===== config.mk =====
export PLATFORM = sky130hd
export DESIGN_NAME = lsu_stage
export DESIGN_NICKNAME = d
export VERILOG_FILES = /design/src/rtl/npc_lsu_pkg.sv /design/src/rtl/lsu_align.sv /design/src/rtl/lsu_stage.sv
export SDC_FILE = /design/constraint.sdc
export NUM_CORES = 1
export LEC_CHECK = 0
export ABC_CLOCK_PERIOD_IN_PS = 3660
export BUFFER_PORTS_ARGS = -buffer_cell sky130_fd_sc_hd__buf_4
export CAP_MARGIN = 20
export CORE_MARGIN = 3
export CORE_UTILIZATION = 43
export CTS_CLUSTER_DIAMETER = 200
export DETAILED_ROUTE_END_ITERATION = 12
export PLACE_DENSITY_LB_ADDON = 0.15
export SLEW_MARGIN = 30
export SYNTH_ARGS = -nofsm -noshare
export SYNTH_HDL_FRONTEND = slang
export SYNTH_SLANG_ARGS = --single-unit

===== constraint.sdc =====
create_clock -name clk -period 3.66 [get_ports clk]
set_input_delay 0.549 -clock clk [delete_from_list [all_inputs] [get_ports clk]]
set_output_delay 0.549 -clock clk [all_outputs]
set_load 0.01 [all_outputs]

===== src/rtl/npc_lsu_pkg.sv =====
// -----------------------------------------------------------------------------
// npc_lsu_pkg
//   Shared definitions for the load/store stage:
//     - XLEN                  : data/address bus width
//     - MEMOP_*               : RISC-V funct3 encodings of load/store width
//     - lsu_state_t           : FSM state encoding of lsu_stage
//     - lsu_size_t            : decoded access width
//     - memop_size()          : funct3 -> access width (undefined codes -> word)
//     - memop_misaligned()    : natural-alignment test used by the trap option
// -----------------------------------------------------------------------------
package npc_lsu_pkg;

  localparam int XLEN = 32;

  localparam logic [2:0] MEMOP_B  = 3'b000;
  localparam logic [2:0] MEMOP_H  = 3'b001;
  localparam logic [2:0] MEMOP_W  = 3'b010;
  localparam logic [2:0] MEMOP_BU = 3'b100;
  localparam logic [2:0] MEMOP_HU = 3'b101;

  typedef enum logic [1:0] {
    ST_IDLE = 2'd0,
    ST_REQ  = 2'd1,
    ST_WAIT = 2'd2,
    ST_DONE = 2'd3
  } lsu_state_t;

  typedef enum logic [1:0] {
    SZ_B = 2'd0,
    SZ_H = 2'd1,
    SZ_W = 2'd2
  } lsu_size_t;

  // Codes 011, 110 and 111 have no meaning for loads/stores here; they fall
  // through to a full-word access.
  function automatic lsu_size_t memop_size(input logic [2:0] memop);
    lsu_size_t sz;
    case (memop)
      MEMOP_B, MEMOP_BU: sz = SZ_B;
      MEMOP_H, MEMOP_HU: sz = SZ_H;
      default:           sz = SZ_W;
    endcase
    return sz;
  endfunction

  // Halfwords must sit on an even address, words on a multiple of four.
  function automatic logic memop_misaligned(input logic [2:0] memop,
                                            input logic [1:0] lane);
    logic mis;
    case (memop_size(memop))
      SZ_H:    mis = lane[0];
      SZ_W:    mis = (lane != 2'b00);
      default: mis = 1'b0;
    endcase
    return mis;
  endfunction

endpackage


===== src/rtl/lsu_align.sv =====
// -----------------------------------------------------------------------------
// lsu_align
//   Purely combinational byte-lane logic for the load/store stage.
//   Ports:
//     lane       in  [1:0]  byte offset of the access (addr[1:0])
//     memop      in  [2:0]  funct3 width/sign code
//     wr         in         1 = store, 0 = load
//     wdata      in  [31:0] store data as it came from rs2
//     rdata      in  [31:0] raw word returned by the bus
//     wmask      out [3:0]  byte enables (0000 for loads)
//     wdata_lane out [31:0] store data moved into its byte lane (0 for loads)
//     rdata_ext  out [31:0] load field shifted down and sign/zero extended
//   Masks are computed in 4 bits, so an H access at lane 3 simply loses its
//   upper byte rather than spilling into a second bus word.
// -----------------------------------------------------------------------------
module lsu_align
  import npc_lsu_pkg::*;
(
  input  logic [1:0]      lane,
  input  logic [2:0]      memop,
  input  logic            wr,
  input  logic [XLEN-1:0] wdata,
  input  logic [XLEN-1:0] rdata,
  output logic [3:0]      wmask,
  output logic [XLEN-1:0] wdata_lane,
  output logic [XLEN-1:0] rdata_ext
);

  logic [4:0]  shamt;
  logic [15:0] field;
  lsu_size_t   size;

  assign shamt = {lane, 3'b000};
  assign size  = memop_size(memop);
  // Only the low 16 bits of the shifted-down word are ever a B/H field.
  assign field = 16'(rdata >> shamt);

  always_comb begin
    wmask      = 4'b0000;
    wdata_lane = '0;
    rdata_ext  = '0;
    case (size)
      SZ_B: begin
        wmask      = 4'b0001 << lane;
        wdata_lane = {24'b0, wdata[7:0]} << shamt;
        // memop[2] distinguishes BU/HU (zero-extend) from B/H (sign-extend).
        rdata_ext  = memop[2] ? {24'b0, field[7:0]}
                              : {{24{field[7]}}, field[7:0]};
      end
      SZ_H: begin
        wmask      = 4'b0011 << lane;
        wdata_lane = {16'b0, wdata[15:0]} << shamt;
        rdata_ext  = memop[2] ? {16'b0, field}
                              : {{16{field[15]}}, field};
      end
      default: begin
        wmask      = 4'b1111;
        wdata_lane = wdata;
        rdata_ext  = rdata;
      end
    endcase
    if (!wr) begin
      wmask      = 4'b0000;
      wdata_lane = '0;
    end
  end

endmodule


===== src/rtl/lsu_stage.sv =====
// -----------------------------------------------------------------------------
// lsu_stage
//   Single-outstanding load/store stage between execute and writeback.
//   One op is accepted in IDLE, issued on the bus in REQ, its response awaited
//   in WAIT and the result presented in DONE until writeback takes it.
//
//   Handshakes: every valid/ready pair transfers on a rising clock edge where
//   both are high; a valid, once raised, keeps its payload stable until that
//   edge, and a ready seen while its valid is low has no effect.
//
//   Ports:
//     clk, rst                      clock, synchronous active-high reset
//     in_valid/in_ready             op offer from execute (ready only in IDLE)
//     in_addr, in_wdata             effective address, store data
//     in_memop, in_wr               funct3 width code, 1 = store
//     mem_req_valid/mem_req_ready   bus request handshake
//     mem_addr                      word-aligned request address
//     mem_wen, mem_wmask, mem_wdata store enable, byte mask, lane data
//     mem_rsp_valid, mem_rdata      bus response (load data or store ack)
//     out_valid/out_ready           result handshake to writeback
//     out_rdata                     extended load data, 0 for stores
//     out_err                       misaligned-access fault (with out_valid)
//     dbg_state                     current FSM state
//
//   Build option LSU_MISALIGN_TRAP_EN: misaligned H/W ops are not sent to the
//   bus; they go straight to DONE with out_err = 1 and out_rdata = 0. Without
//   it out_err is 0 and misaligned ops use the normal lane rules.
// -----------------------------------------------------------------------------
module lsu_stage
  import npc_lsu_pkg::*;
(
  input  logic            clk,
  input  logic            rst,
  input  logic            in_valid,
  output logic            in_ready,
  input  logic [XLEN-1:0] in_addr,
  input  logic [XLEN-1:0] in_wdata,
  input  logic [2:0]      in_memop,
  input  logic            in_wr,
  output logic            mem_req_valid,
  input  logic            mem_req_ready,
  output logic [XLEN-1:0] mem_addr,
  output logic            mem_wen,
  output logic [3:0]      mem_wmask,
  output logic [XLEN-1:0] mem_wdata,
  input  logic            mem_rsp_valid,
  input  logic [XLEN-1:0] mem_rdata,
  output logic            out_valid,
  input  logic            out_ready,
  output logic [XLEN-1:0] out_rdata,
  output logic            out_err,
  output lsu_state_t      dbg_state
);

  lsu_state_t      state_q, state_d;
  logic [XLEN-1:0] addr_q;
  logic [XLEN-1:0] wdata_q;
  logic [2:0]      memop_q;
  logic            wr_q;
  logic [XLEN-1:0] rdata_q;
  logic            accept;
  logic            in_req, in_done;

  logic [3:0]      al_wmask;
  logic [XLEN-1:0] al_wdata;
  logic [XLEN-1:0] al_rdata;

`ifdef LSU_MISALIGN_TRAP_EN
  logic            err_q;
  logic            in_mis;
  assign in_mis = memop_misaligned(in_memop, in_addr[1:0]);
`endif

  // in_ready is also held low while rst is asserted so nothing can be
  // latched in the same cycle the stage is being cleared.
  assign in_ready = (state_q == ST_IDLE) && !rst;
  assign accept   = in_valid && in_ready;
  assign in_req   = (state_q == ST_REQ);
  assign in_done  = (state_q == ST_DONE);

  // The aligner works on the latched op so the bus payload is stable for the
  // whole REQ phase regardless of what execute drives meanwhile.
  lsu_align u_align (
    .lane       (addr_q[1:0]),
    .memop      (memop_q),
    .wr         (wr_q),
    .wdata      (wdata_q),
    .rdata      (mem_rdata),
    .wmask      (al_wmask),
    .wdata_lane (al_wdata),
    .rdata_ext  (al_rdata)
  );

  // ---------------------------------------------------------------------------
  // Next-state logic
  // ---------------------------------------------------------------------------
  always_comb begin
    state_d = state_q;
    case (state_q)
      ST_IDLE: begin
        if (accept) begin
`ifdef LSU_MISALIGN_TRAP_EN
          state_d = in_mis ? ST_DONE : ST_REQ;
`else
          state_d = ST_REQ;
`endif
        end
      end
      ST_REQ:  if (mem_req_ready) state_d = ST_WAIT;
      // The response is only looked at here, never in the REQ handshake cycle.
      ST_WAIT: if (mem_rsp_valid) state_d = ST_DONE;
      ST_DONE: if (out_ready)     state_d = ST_IDLE;
      default: state_d = ST_IDLE;
    endcase
  end

  // ---------------------------------------------------------------------------
  // State and op registers
  // ---------------------------------------------------------------------------
  always_ff @(posedge clk) begin
    if (rst) begin
      state_q <= ST_IDLE;
      addr_q  <= '0;
      wdata_q <= '0;
      memop_q <= '0;
      wr_q    <= 1'b0;
      rdata_q <= '0;
    end else begin
      state_q <= state_d;
      if (accept) begin
        addr_q  <= in_addr;
        wdata_q <= in_wdata;
        memop_q <= in_memop;
        wr_q    <= in_wr;
        rdata_q <= '0;
      end else if ((state_q == ST_WAIT) && mem_rsp_valid) begin
        // A store's response is just an acknowledge; its result is 0.
        rdata_q <= wr_q ? '0 : al_rdata;
      end
    end
  end

`ifdef LSU_MISALIGN_TRAP_EN
  always_ff @(posedge clk) begin
    if (rst) begin
      err_q <= 1'b0;
    end else if (accept) begin
      err_q <= in_mis;
    end
  end
  assign out_err = in_done && err_q;
`else
  assign out_err = 1'b0;
`endif

  // ---------------------------------------------------------------------------
  // Outputs: bus and result payloads are forced to 0 outside their phase so
  // that a freshly reset stage shows all-zero outputs.
  // ---------------------------------------------------------------------------
  assign mem_req_valid = in_req;
  assign mem_addr      = in_req ? {addr_q[XLEN-1:2], 2'b00} : '0;
  assign mem_wen       = in_req && wr_q;
  assign mem_wmask     = in_req ? al_wmask : 4'b0000;
  assign mem_wdata     = in_req ? al_wdata : '0;
  assign out_valid     = in_done;
  assign out_rdata     = in_done ? rdata_q : '0;
  assign dbg_state     = state_q;

endmodule

==> summary.txt <==
Setup path
  • CP Data Required Time: 3.11 ns
  • Arrival @ worst endpoint: approximately 2.7 ns
  • Slowest stage delay, CP: slightly above 0.6 ns
  • CP max FO: 33
  • Worst setup EP type: output port
  • Critical Path Slowest Stage Cell: a21oi_1
  • Flop-to-flop setup slack: 1.21 ns
  • Crit Path Category: flop to output port
  • Crit-path cells: inv_1 -> ha_2 -> nand2_1 -> a21oi_1 -> and2_1 -> buf_4
  • Critical Path Start Type: flop

Final layout
  • Share of cells above drive strength 1: 28.9%
  • Layout area overhead: 33.0%
  • Final core utilization: 59.8%
  • Nets@finish: slightly below 1k
  • Fillers: approximately 1.2k
  • Ant diodes: 0

GRT
  • M2 GR Usage: 36.5%
  • Routing usage on met1: between 30% and 40%
  • Met3 Track Usage GR: 8.17%
  • Vias in the first global route: 5218
  • First-pass GRT wire length: 27.4 mm
  • Global Route Usage Sum: 23.6%
  • Antenna violations before repair: 0
  • Largest net degree at the start of global routing: 76
  • GRT Max-Usage Layer: met2
  • Congestion Overflow GR: 0

Die
  • Initial Util: 45.0%
  • Area of the die: around 0.014 mm²
  • FP Rows: 40
  • DIE HEIGHT: around 120 µm
  • Die width: 119 µm
  • Core area: roughly 0.012 mm²
  • Ports: 213

Synth
  • Post-synthesis cell type count: 47
  • Post-synthesis average cell area: 7.96 µm²
  • Cell count after synthesis: 695
  • Register area share after synthesis: between 30% and 40%
  • Ys Warns: 0
  • Mapped Area: around 0.0055 mm²
  • Dominant cells by area after synthesis: dfxtp_1 37%, and2_1 8.0%, nand2b_1 7.7%, o21ai_0 7.3%, nand2_1 6.3%
  • Top cell type by total area after synthesis: dfxtp_1
  • Dominant synthesized flop cell: dfxtp_1
  • Ys async rst share: 0%
  • Synthesis-stage register bit count: just over 100
  • Yosys top cell area share: 36.9%
  • Number of enable flip-flop cells after synthesis: 0

Clock tree
  • Skew-Pair Late Insertion Delay: 0.35 ns
  • CTS tree: done
  • CTS Sinks: roughly 100
  • Worst-case clock buffer depth: 2
  • TritonCTS Buffers: 9
  • CTS Root Cell: clkbuf_16
  • Setup Buffers After CTS: 0
  • Reg clk slew, reported paths: ~0.070 ns
  • H-tree depth: 3

Power and ir drop
  • Final Power: between 3000 and 4000 µW
  • Sequential share of power: 40.6%
  • Int Power: 2310 µW
  • Clock network power share: a little over a quarter
  • Comb pwr share: 32.9%
  • Cell Pwr Density: between 400 and 500 mW/mm²
  • Pleak: 0.00314 µW
  • Net load switching power: roughly 1300 µW
  • IR drop worst, VDD: 323 µV
  • Switching Share: 36.4%

STA
  • Slew Limit Fails: 0
  • Final hold vios: 0
  • RSZ-0062 raised after global routing: no
  • Clock skew: 0.00558 ns
  • Fin crit period: around 3.3 ns
  • Final cycle utilization of the critical path: 90.0%
  • Number of setup violations in the final report: 0
  • Worst slew pin tran: ~0.92 ns
  • Fmax: 0.304 GHz
  • Setup TNS: 0 ns
  • Max_slew headroom: 38.7%

Detailed routing
  • ANT nets after route: 0
  • Drt pass-1 iters: 5
  • Post-route DRC: 0
  • Via count: between 5k and 6k
  • DRT iter0 DRCs: 438
  • Post-Route WL: 17.6 mm
  • DR WL/cell: 17.0 µm
  • Via/cell ratio: 5.38

Hold path
  • Worst Hold Class: input pin to flop

Placed design
  • Half-perimeter wire length after placement: 12.6 mm
  • I/O Buffers: roughly 210
  • Placer Congestion: 0.840

Job
  • Max-cap violations: 0

Outcome
  • Status: complete, no violations
-- synth_stat cells (11+ instances only) --
master and count:
dfxtp_1 102, nand2_1 93, o21ai_0 81, and2_1 71
nand2b_1 68, clkbuf_1 31, nor2_1 31, a22oi_1 17
a21oi_1 16, nor3_1 16, mux2i_1 15, a221oi_1 14
inv_1 14, buf_2 13, nor2b_1 11
-- layout make-up --
cell class              instances  area [µm²]  share of cell area [%]
multi-input cells             520        3130                    42.5
flip-flops and latches        102        2040                    27.7
repair buffers                216        1640                    22.2
clock buffers                  10         229                    3.11
well taps                     168         210                    2.85
clock inverters                 5        60.1                   0.816
inverters                      15        56.3                   0.765
-- worst max-delay path: cells and delay by family, from the launching register on --
kind,cells,cell delay [ns]
AOI/OAI and AO/OA,1,0.61
DFF,1,0.35
and+or+nand+nor,2,0.64
buffers and inverters,2,0.23
adders and majority gates,1,0.53
-- layer usage --
metal	wire, µm	vias up
met2	7950	249
met4	276	0
met5	0	-
met3	1590	28
li1	-	2724
met1	7760	2575
-- state kept, by name, indices dropped and copies added, names as in the netlist --
register   cells
memop_q        3
addr_q        32
rdata_q       32
dbg_state      2
wr_q           1
wdata_q       32
-- logic make-up after synthesis --
family | Yosys count | synth area share [%]
AND/OR/NAND/NOR | 301 | 28.5
other | 1 | 0.0677
multiplexers | 16 | 3.12
flip-flops | 102 | 36.9
buffers and inverters | 75 | 6.87
AO/OA/AOI/OAI | 195 | 23.5
adder cells (fa/ha/maj) | 5 | 1.13
-- placed cells by master, fill, tap and decap left out, types with 8 or more instances in the layout --
master / n
inv_1: 14
nor2b_1: 11
o21ai_2: 10
nor2_1: 31
a221oi_1: 14
buf_4: 214
nor3_1: 16
o21ai_0: 81
dfxtp_1: 102
a21oi_1: 16
a22oi_1: 17
mux2i_1: 15
a211oi_1: 9
nand2_1: 93
and2_1: 70
nand2b_1: 68
clkbuf_16: 9
a32oi_1: 8
-- final timing paths --
kind | startpoint | endpoint | cells after the start
worst max-delay path | dbg_state[1] | mem_wdata[3] | 6
worst min-delay path | in_addr[13] | addr_q[13] | 3
worst max register to register | addr_q[0] | rdata_q[19] | 5
worst min register to register | rdata_q[6] | rdata_q[6] | 2
-- through the flow --
stage                     std cells  instance area [µm²]  hold WS, ns  worst slack (ns)
final                          1036                 7360        0.383             0.366
after global routing           1036                 7360        0.383             0.136
after CTS                      1035                 7350        0.375             0.331
after detailed placement       1020                 7060        0.446             0.314
after global placement         1020                 7060        0.435             0.450
after floorplan                 697                 5540        0.417              1.60
-- power by group through the flow --
stage               Combinational, µW  Sequential (µW)  Clock [µW]
floorplan                         841             1430           0
global placement                 1160             1480           0
detailed placement               1190             1500           0
CTS                              1200             1470         987
global route                     1320             1500        1030
finish                           1200             1480         965
-- timing repair --
action / in CTS / in global routing
setup endpoints to repair: 18 / 0
resized for setup: 1 / 0
hold buffers: 0 / 0
(Power assumes the default switching activity.)
